==> config.mk <==
export PLATFORM = sky130hd
export DESIGN_NAME = signal_capture_array_flat
export DESIGN_NICKNAME = d
export VERILOG_FILES = /design/src/rtl/signal_capture_pkg.sv /design/src/rtl/signal_capture_array_if.sv /design/src/rtl/signal_capture_array_lane.sv /design/src/rtl/signal_capture_array.sv /design/src/flat_wrapper.sv
export SDC_FILE = /design/constraint.sdc
export NUM_CORES = 1
export LEC_CHECK = 0
export CELL_PAD_IN_SITES_DETAIL_PLACEMENT = 0
export CELL_PAD_IN_SITES_GLOBAL_PLACEMENT = 1
export CORE_AREA = 2 2 164 286
export DETAILED_ROUTE_END_ITERATION = 7
export DIE_AREA = 0 0 166 288
export PLACE_DENSITY_LB_ADDON = 0.1
export SLEW_MARGIN = 20
export SYNTH_ARGS = -nofsm -noshare
export SYNTH_HDL_FRONTEND = slang
export SYNTH_SLANG_ARGS = --single-unit
==> constraint.sdc <==
create_clock -name clk -period 4.3 [get_ports clk]
set_input_delay 0.86 -clock clk [delete_from_list [all_inputs] [get_ports clk]]
set_output_delay 0.86 -clock clk [all_outputs]
set_load 0.01 [all_outputs]
==> src/rtl/signal_capture_pkg.sv <==
// Shared definitions for the multi-lane supersampling capture block.
//   DEF_RATE / DEF_WINDOW / DEF_LOCK_EDGES : default lane timing parameters
//   lock_state_t                           : per-lane lock FSM encoding
//   maj3()                                 : 3-tap majority vote
//   in_window()                            : true when an edge at phase p is within the jitter window
package signal_capture_pkg;

    localparam int DEF_RATE       = 12;
    localparam int DEF_WINDOW     = 2;
    localparam int DEF_LOCK_EDGES = 4;

    typedef enum logic {
        ST_HUNT   = 1'b0,
        ST_LOCKED = 1'b1
    } lock_state_t;

    function automatic logic maj3(input logic a, input logic b, input logic c);
        return (a & b) | (a & c) | (b & c);
    endfunction

    // The nominal edge lands at p == rate-1. Early edges fall in the top
    // 'window' phases, late ones wrap past zero into 0..window-1.
    function automatic logic in_window(input int p, input int rate, input int window);
        return (p >= rate - 1 - window) || (p <= window - 1);
    endfunction

endpackage

==> src/rtl/signal_capture_array_if.sv <==
// Bus bundle for signal_capture_array.
//   ce, en, d, ack           : driven by the master (radio front-end side)
//   q, valid, locked, invalid: driven by the slave (capture block)
//   lane_strobe, lane_state  : per-lane observation signals (mid-bit strobe, lock FSM state)
// Handshake: valid is a one-cycle strobe with no backpressure; q is fresh in
// the cycle valid is high and holds its value until the next strobe.
interface signal_capture_array_if
    import signal_capture_pkg::*;
#(
    parameter int NUM_CHANNELS = 24
);
    logic                                ce;
    logic [NUM_CHANNELS-1:0]             en;
    logic [NUM_CHANNELS-1:0]             d;
    logic [NUM_CHANNELS-1:0]             ack;
    logic [NUM_CHANNELS-1:0]             q;
    logic                                valid;
    logic [NUM_CHANNELS-1:0]             locked;
    logic [NUM_CHANNELS-1:0]             invalid;
    logic [NUM_CHANNELS-1:0]             lane_strobe;
    lock_state_t [NUM_CHANNELS-1:0]      lane_state;

    modport master (
        output ce, en, d, ack,
        input  q, valid, locked, invalid, lane_strobe, lane_state
    );

    modport slave (
        input  ce, en, d, ack,
        output q, valid, locked, invalid, lane_strobe, lane_state
    );

endinterface

==> src/rtl/signal_capture_array_lane.sv <==
// capture_lane: one oversampled serial lane.
//   clk, rst      : clock, synchronous active-high reset
//   ce            : sample enable, all state holds when low
//   d             : asynchronous serial input
//   ack           : clear for the sticky invalid flag
//   b_next        : lane bit as it will be after this cycle (majority sample or held)
//   sample_strobe : high on ce cycles at the mid-bit phase
//   locked        : lane has seen LOCK_EDGES consecutive in-window edges
//   invalid       : sticky, an out-of-window edge arrived while locked
//   state_dbg     : lock FSM state
module capture_lane
    import signal_capture_pkg::*;
#(
    parameter int RATE       = DEF_RATE,
    parameter int WINDOW     = DEF_WINDOW,
    parameter int LOCK_EDGES = DEF_LOCK_EDGES,
    parameter int CW         = $clog2(RATE)
) (
    input  logic        clk,
    input  logic        rst,
    input  logic        ce,
    input  logic        d,
    input  logic        ack,
    output logic        b_next,
    output logic        sample_strobe,
    output logic        locked,
    output logic        invalid,
    output lock_state_t state_dbg
);

    localparam logic [CW-1:0] P_LAST   = CW'(RATE - 1);
    localparam logic [CW-1:0] P_HALF   = CW'((RATE - 1) >> 1);
    localparam logic [3:0]    LOCK_MAX = 4'(LOCK_EDGES);

    logic          s0, s1, s2;
    logic [CW-1:0] p;
    logic          b;
    logic [3:0]    lock_cnt, cnt_nx;
    lock_state_t   state, state_nx;
    logic          edge_det;
    logic          win;

    assign edge_det      = s1 ^ s2;
    assign win           = in_window(int'(p), RATE, WINDOW);
    assign sample_strobe = ce & (p == P_HALF);
    // s2..s0 span three consecutive samples around mid-bit, so a single-cycle
    // glitch is outvoted.
    assign b_next        = sample_strobe ? maj3(s0, s1, s2) : b;
    assign locked        = (state == ST_LOCKED);
    assign state_dbg     = state;

    always_ff @(posedge clk) begin
        if (rst) begin
            s0      <= 1'b0;
            s1      <= 1'b0;
            s2      <= 1'b0;
            p       <= '0;
            b       <= 1'b0;
            invalid <= 1'b0;
        end else if (ce) begin
            s0 <= d;
            s1 <= s0;
            s2 <= s1;
            // Every edge realigns the phase, in window or not.
            if (edge_det || (p == P_LAST)) begin
                p <= '0;
            end else begin
                p <= p + 1'b1;
            end
            b       <= b_next;
            // A new violation takes priority over a simultaneous ack.
            invalid <= (invalid & ~ack) | (locked & edge_det & ~win);
        end
    end

    always_ff @(posedge clk) begin
        if (rst) begin
            state    <= ST_HUNT;
            lock_cnt <= '0;
        end else if (ce) begin
            state    <= state_nx;
            lock_cnt <= cnt_nx;
        end
    end

    always_comb begin
        state_nx = state;
        cnt_nx   = lock_cnt;
        if (edge_det) begin
            if (win) begin
                if (lock_cnt != LOCK_MAX) begin
                    cnt_nx = lock_cnt + 4'd1;
                end
                if (cnt_nx == LOCK_MAX) begin
                    state_nx = ST_LOCKED;
                end
            end else begin
                cnt_nx   = '0;
                state_nx = ST_HUNT;
            end
        end
    end

endmodule

==> src/rtl/signal_capture_array.sv <==
// signal_capture_array: NUM_CHANNELS oversampled capture lanes presented as one word.
//   clk, rst : clock, synchronous active-high reset
//   bus      : slave side of signal_capture_array_if
//              ce/en/d/ack in; q/valid/locked/invalid out; lane_strobe/lane_state observation
// The word is registered on the REF_LANE mid-bit strobe. Other lanes contribute
// their most recent sampled bit, which may have been taken earlier in the bit.
module signal_capture_array
    import signal_capture_pkg::*;
#(
    parameter int NUM_CHANNELS = 24,
    parameter int RATE         = DEF_RATE,
    parameter int WINDOW       = DEF_WINDOW,
    parameter int LOCK_EDGES   = DEF_LOCK_EDGES,
    parameter int REF_LANE     = 0
) (
    input  logic                   clk,
    input  logic                   rst,
    signal_capture_array_if.slave  bus
);

    logic [NUM_CHANNELS-1:0] b_next;
    logic [NUM_CHANNELS-1:0] strobe;
    logic [NUM_CHANNELS-1:0] locked_w;
    logic [NUM_CHANNELS-1:0] invalid_w;
    logic [NUM_CHANNELS-1:0] q_r;
    logic                    valid_r;
    logic                    word_ok;

    for (genvar gi = 0; gi < NUM_CHANNELS; gi++) begin : g_lane
        capture_lane #(
            .RATE       (RATE),
            .WINDOW     (WINDOW),
            .LOCK_EDGES (LOCK_EDGES)
        ) u_lane (
            .clk           (clk),
            .rst           (rst),
            .ce            (bus.ce),
            .d             (bus.d[gi]),
            .ack           (bus.ack[gi]),
            .b_next        (b_next[gi]),
            .sample_strobe (strobe[gi]),
            .locked        (locked_w[gi]),
            .invalid       (invalid_w[gi]),
            .state_dbg     (bus.lane_state[gi])
        );
    end

    // Disabled lanes never block the word; with en all-zero the strobe alone decides.
    assign word_ok = &(locked_w | ~bus.en);

    always_ff @(posedge clk) begin
        if (rst) begin
            q_r     <= '0;
            valid_r <= 1'b0;
        end else begin
            valid_r <= strobe[REF_LANE] & word_ok;
            if (strobe[REF_LANE]) begin
                q_r <= b_next;
            end
        end
    end

    assign bus.q           = q_r;
    assign bus.valid       = valid_r;
    assign bus.locked      = locked_w;
    assign bus.invalid     = invalid_w;
    assign bus.lane_strobe = strobe;

endmodule

==> src/flat_wrapper.sv <==
// flat-port wrapper written by rule: the top's interface ports become plain ports
module signal_capture_array_flat import signal_capture_pkg::*;
#(
    parameter int NUM_CHANNELS = 24,
    parameter int RATE         = DEF_RATE,
    parameter int WINDOW       = DEF_WINDOW,
    parameter int LOCK_EDGES   = DEF_LOCK_EDGES,
    parameter int REF_LANE     = 0
)
  (clk, rst, bus_ce, bus_en, bus_d, bus_ack, bus_q, bus_valid, bus_locked, bus_invalid, bus_lane_strobe, bus_lane_state);
  signal_capture_array_if #(.NUM_CHANNELS(NUM_CHANNELS)) bus_i ();
  input  logic clk;
  input  logic rst;
  input wire logic [$bits(bus_i.ce)-1:0] bus_ce;
  input wire logic [$bits(bus_i.en)-1:0] bus_en;
  input wire logic [$bits(bus_i.d)-1:0] bus_d;
  input wire logic [$bits(bus_i.ack)-1:0] bus_ack;
  output wire logic [$bits(bus_i.q)-1:0] bus_q;
  output wire logic [$bits(bus_i.valid)-1:0] bus_valid;
  output wire logic [$bits(bus_i.locked)-1:0] bus_locked;
  output wire logic [$bits(bus_i.invalid)-1:0] bus_invalid;
  output wire logic [$bits(bus_i.lane_strobe)-1:0] bus_lane_strobe;
  output wire logic [$bits(bus_i.lane_state)-1:0] bus_lane_state;
  assign bus_i.ce = bus_ce;
  assign bus_i.en = bus_en;
  assign bus_i.d = bus_d;
  assign bus_i.ack = bus_ack;
  assign bus_q = bus_i.q;
  assign bus_valid = bus_i.valid;
  assign bus_locked = bus_i.locked;
  assign bus_invalid = bus_i.invalid;
  assign bus_lane_strobe = bus_i.lane_strobe;
  assign bus_lane_state = bus_i.lane_state;
  signal_capture_array #(.NUM_CHANNELS(NUM_CHANNELS), .RATE(RATE), .WINDOW(WINDOW), .LOCK_EDGES(LOCK_EDGES), .REF_LANE(REF_LANE)) u_core (.clk(clk), .rst(rst), .bus(bus_i));
endmodule
==> impl_metrics.toml <==
[drt]
remaining_drc_errors = 0
wl_per_cell_um = 17.9
vias_per_cell = 5.56
dr_total_vias = 16824
dr.pass1.iters = 5
drtAntennaViolNets = 0
drt_iter0_drc = 683
wl_um = 54300

[pwr]
p_leak_nw = 8.73
max-vdd-ir-drop_v = 0.000304
power.density_nw_per_um2 = 321

[global_routing]
track_usage_pct = 22.3
grt_use_met3_pct = 2.41
grt_pass1_wl_um = 86200
antenna_found_initial = 1
top_usage_layer = "met2"
grt_max_degree = 97
met2_usage_pct = 46.6
grt-ovfl-total = 0
grt_use_met1_pct = 20.7
grt_pass1_vias = 16832

[worst_setup_path]
crit_fanout = 44
crit_path_start_kind = "primary input"
worst-endpoint-required_ns = 3.44
critPathKind = "primary input to output port"
critPathArrivalTime_ns = 2.40
crit_chain = "buf_8 -> buf_4 -> and4b_1 -> clkdlybuf4s50_1"
reg2reg_depth = 5
r2r_slack_ns = 1.79
rr_startpoint = "u_core.g_lane[0].u_lane.p[0]"
crit_family = "buffers and inverters"
timing.rr.end = "u_core.bus.q[22]"
cp-end-kind = "output port"
critPathSlowestCell = "clkdlybuf4s50_1"
path_buf_inv = 3
cpPeakStageDelay_ns = 0.58

[clock_network]
cts-root-buf = "clkbuf_16"
cts_tree = "yes"
cts_max_level = 2
cts_resized = 0
cts-hold-fix-buffers = 0
cts_inserted_buffers = 39
clkLatencyLatePin_ns = 0.55
clock-sinks = 360
clk_pin_slew_ns = 0.06
cts_buffer_depth = 3
post_cts_buffers = 0

[synth]
synth_area_per_cell_um2 = 8.64
ys_ff_latch = 360
synth_most_common_cell = "dfxtp_1"
synth_top_flop_cell = "dfxtp_1"
synth_common_cells = "dfxtp_1, a21oi_1, inv_1, nand2_1, ha_1"
synth.net_count = 2559
yosysSeqAreaShare_pct = 35.6
synthArstFlopShare_pct = 0
synth-edff-count = 0
yosys_warnings = 0
synth_top_area_cell = "dfxtp_1"
ys_top_cells_by_area = "dfxtp_1, ha_1, a21oi_1"
syn_inst = 2340
synth_cell_types = 52
netlist_area_um2 = 20200
yosysTopAreaCellShare_pct = 35.6

[sta]
period_share_pct = 75.8
fin_ws_ns = 1.04
worstMarginPinSlew_ns = 0.926
tns_ns = 0
relSlewSlack_pct = 38.3
setup_viol = 0
hold_violations = 0
fmax_mhz = 307
slew_viol_final = 0
finClkSkew_ns = 0.0262
min_period_ns = 3.26
grt_setup_unrepaired = "no"

[placement]
portBuffers = 195
dp_slack_ns = 1.04
dp_hpwl_um = 41300
gp_congestion = 0.819

[hold_path]
min_path_cells = 1
hold_start = "u_core.bus.q[0]"
hold-path-endpoint = "u_core.bus.q[0]"
hold_path_class = "flop to flop"

[final_layout]
synthToLayoutAreaGrowth_pct = 14.8
final_nets = 2632
layout-drive-gt1-share_pct = 4.79
fillCellCount = 4412

[floorplanning]
rows = 104
initial_core_util_pct = 44.3
die-area_um2 = 47800
die_w_um = 166
io_pins = 196
die_h_um = 288
core_um2 = 45700

[job]
cap_violations = 0

[status]
status = "complete, no violations"
state kept, by name, summed over array words and instances (netlist names):
signal	flops
u_core.g_lane.u_lane.s1	24
u_core.g_lane.u_lane.b	23
u_core.bus.q	24
u_core.g_lane.u_lane.s0	24
u_core.g_lane.u_lane.invalid	24
u_core.g_lane.u_lane.lock_cnt	96
u_core.g_lane.u_lane.locked	24
u_core.bus.valid	1
u_core.g_lane.u_lane.s2	24
u_core.g_lane.u_lane.p	96
cell families (layout without fill, tap and decap cells):
kind of cell             Yosys count  in the layout  share of synthesized area (%)
XOR/XNOR                          50             50                           2.17
buffers and inverters            346            447                           8.66
flip-flops                       360            360                           35.6
AO/OA/AOI/OAI                    589            589                           19.5
multiplexers                      92             92                           4.55
other                              0              1                              0
AND/OR/NAND/NOR                  759            759                           20.6
adder cells (fa/ha/maj)          144            144                           8.91
placed cells by master, fill, tap and decap left out, drive strengths merged, types with 18 or more instances in the layout:
cell type / instances
nand3b: 19
a21o: 24
nand2b: 95
inv: 169
nor3: 89
clkbuf: 54
and2: 25
o22ai: 45
a21oi: 195
buf: 19
nand2: 178
and4b: 24
nor2b: 31
a211oi: 74
nor2: 121
nand3: 99
xnor2: 25
nand4: 24
o41a: 23
xor2: 25
o41ai: 18
dfxtp: 360
nor4bb: 46
ha: 144
o21a: 26
a2111oi: 19
a31oi: 24
clkdlybuf4s50: 193
o21ai: 73
o31a: 23
mux2i: 92
o21bai: 28
per-layer routing:
| layer | share of wire, % | vias to the layer above |
|---|---|---|
| met5 | 0 | - |
| met3 | 2.6 | 96 |
| met4 | 5.3 | 0 |
| met1 | 35 | 8040 |
| li1 | - | 8430 |
| met2 | 58 | 258 |
metrics by stage:
| step | instances | util (%) | power (mW) | cell area (um^2) | hold slack, ns |
|---|---|---|---|---|---|
| floorplan | 2340 | - | 3.99 | 20200 | 0.455 |
| global placement | 2955 | 48.1 | 4.22 | 22000 | 0.451 |
| detailed placement | 2955 | 48.1 | 4.24 | 22000 | 0.461 |
| CTS | 3024 | 50.8 | 7.55 | 23200 | 0.476 |
| global route | 3025 | 50.8 | 7.76 | 23200 | 0.498 |
| finish | 3025 | 50.8 | 7.44 | 23200 | 0.474 |
worst max-delay path by stage:
| stage | cells after the start | slack, ns | to | startpoint |
|---|---|---|---|---|
| CTS | 4 | 1.04 | bus_lane_strobe[3] | bus_ce |
| floorplan | 5 | 1.61 | bus_lane_strobe[0] | bus_ce |
| global route | 4 | 0.98 | bus_lane_strobe[22] | bus_ce |
| detailed placement | 4 | 1.04 | bus_lane_strobe[3] | bus_ce |
| global placement | 4 | 1.08 | bus_lane_strobe[22] | bus_ce |
| finish | 4 | 1.04 | bus_lane_strobe[3] | bus_ce |
report_power, final:
group	internal, mW	switching [mW]
Sequential	3.41	0.0804
Combinational	0.282	0.387
Clock	1.87	1.42
Total	5.55	1.89
area by class of cell:
| class | instances | area (um^2) | area share [%] |
|---|---|---|---|
| flip-flops and latches | 360 | 7210 | 31.0 |
| well taps | 583 | 729 | 3.14 |
| diodes | 1 | 2.50 | 0.0108 |
| repair buffers | 212 | 2160 | 9.32 |
| inverters | 166 | 623 | 2.68 |
| clock inverters | 15 | 123 | 0.528 |
| multi-input cells | 1634 | 11300 | 48.5 |
| clock buffers | 54 | 1100 | 4.75 |
worst register-to-register path, cell delays in order (launching register included):
cell	delay [ns]
dfxtp_1	0.41
ha_1	0.34
and4b_2	0.33
buf_4	0.38
nand2b_1	0.60
o22ai_1	0.37
Power figures use the tool's default switching activity.
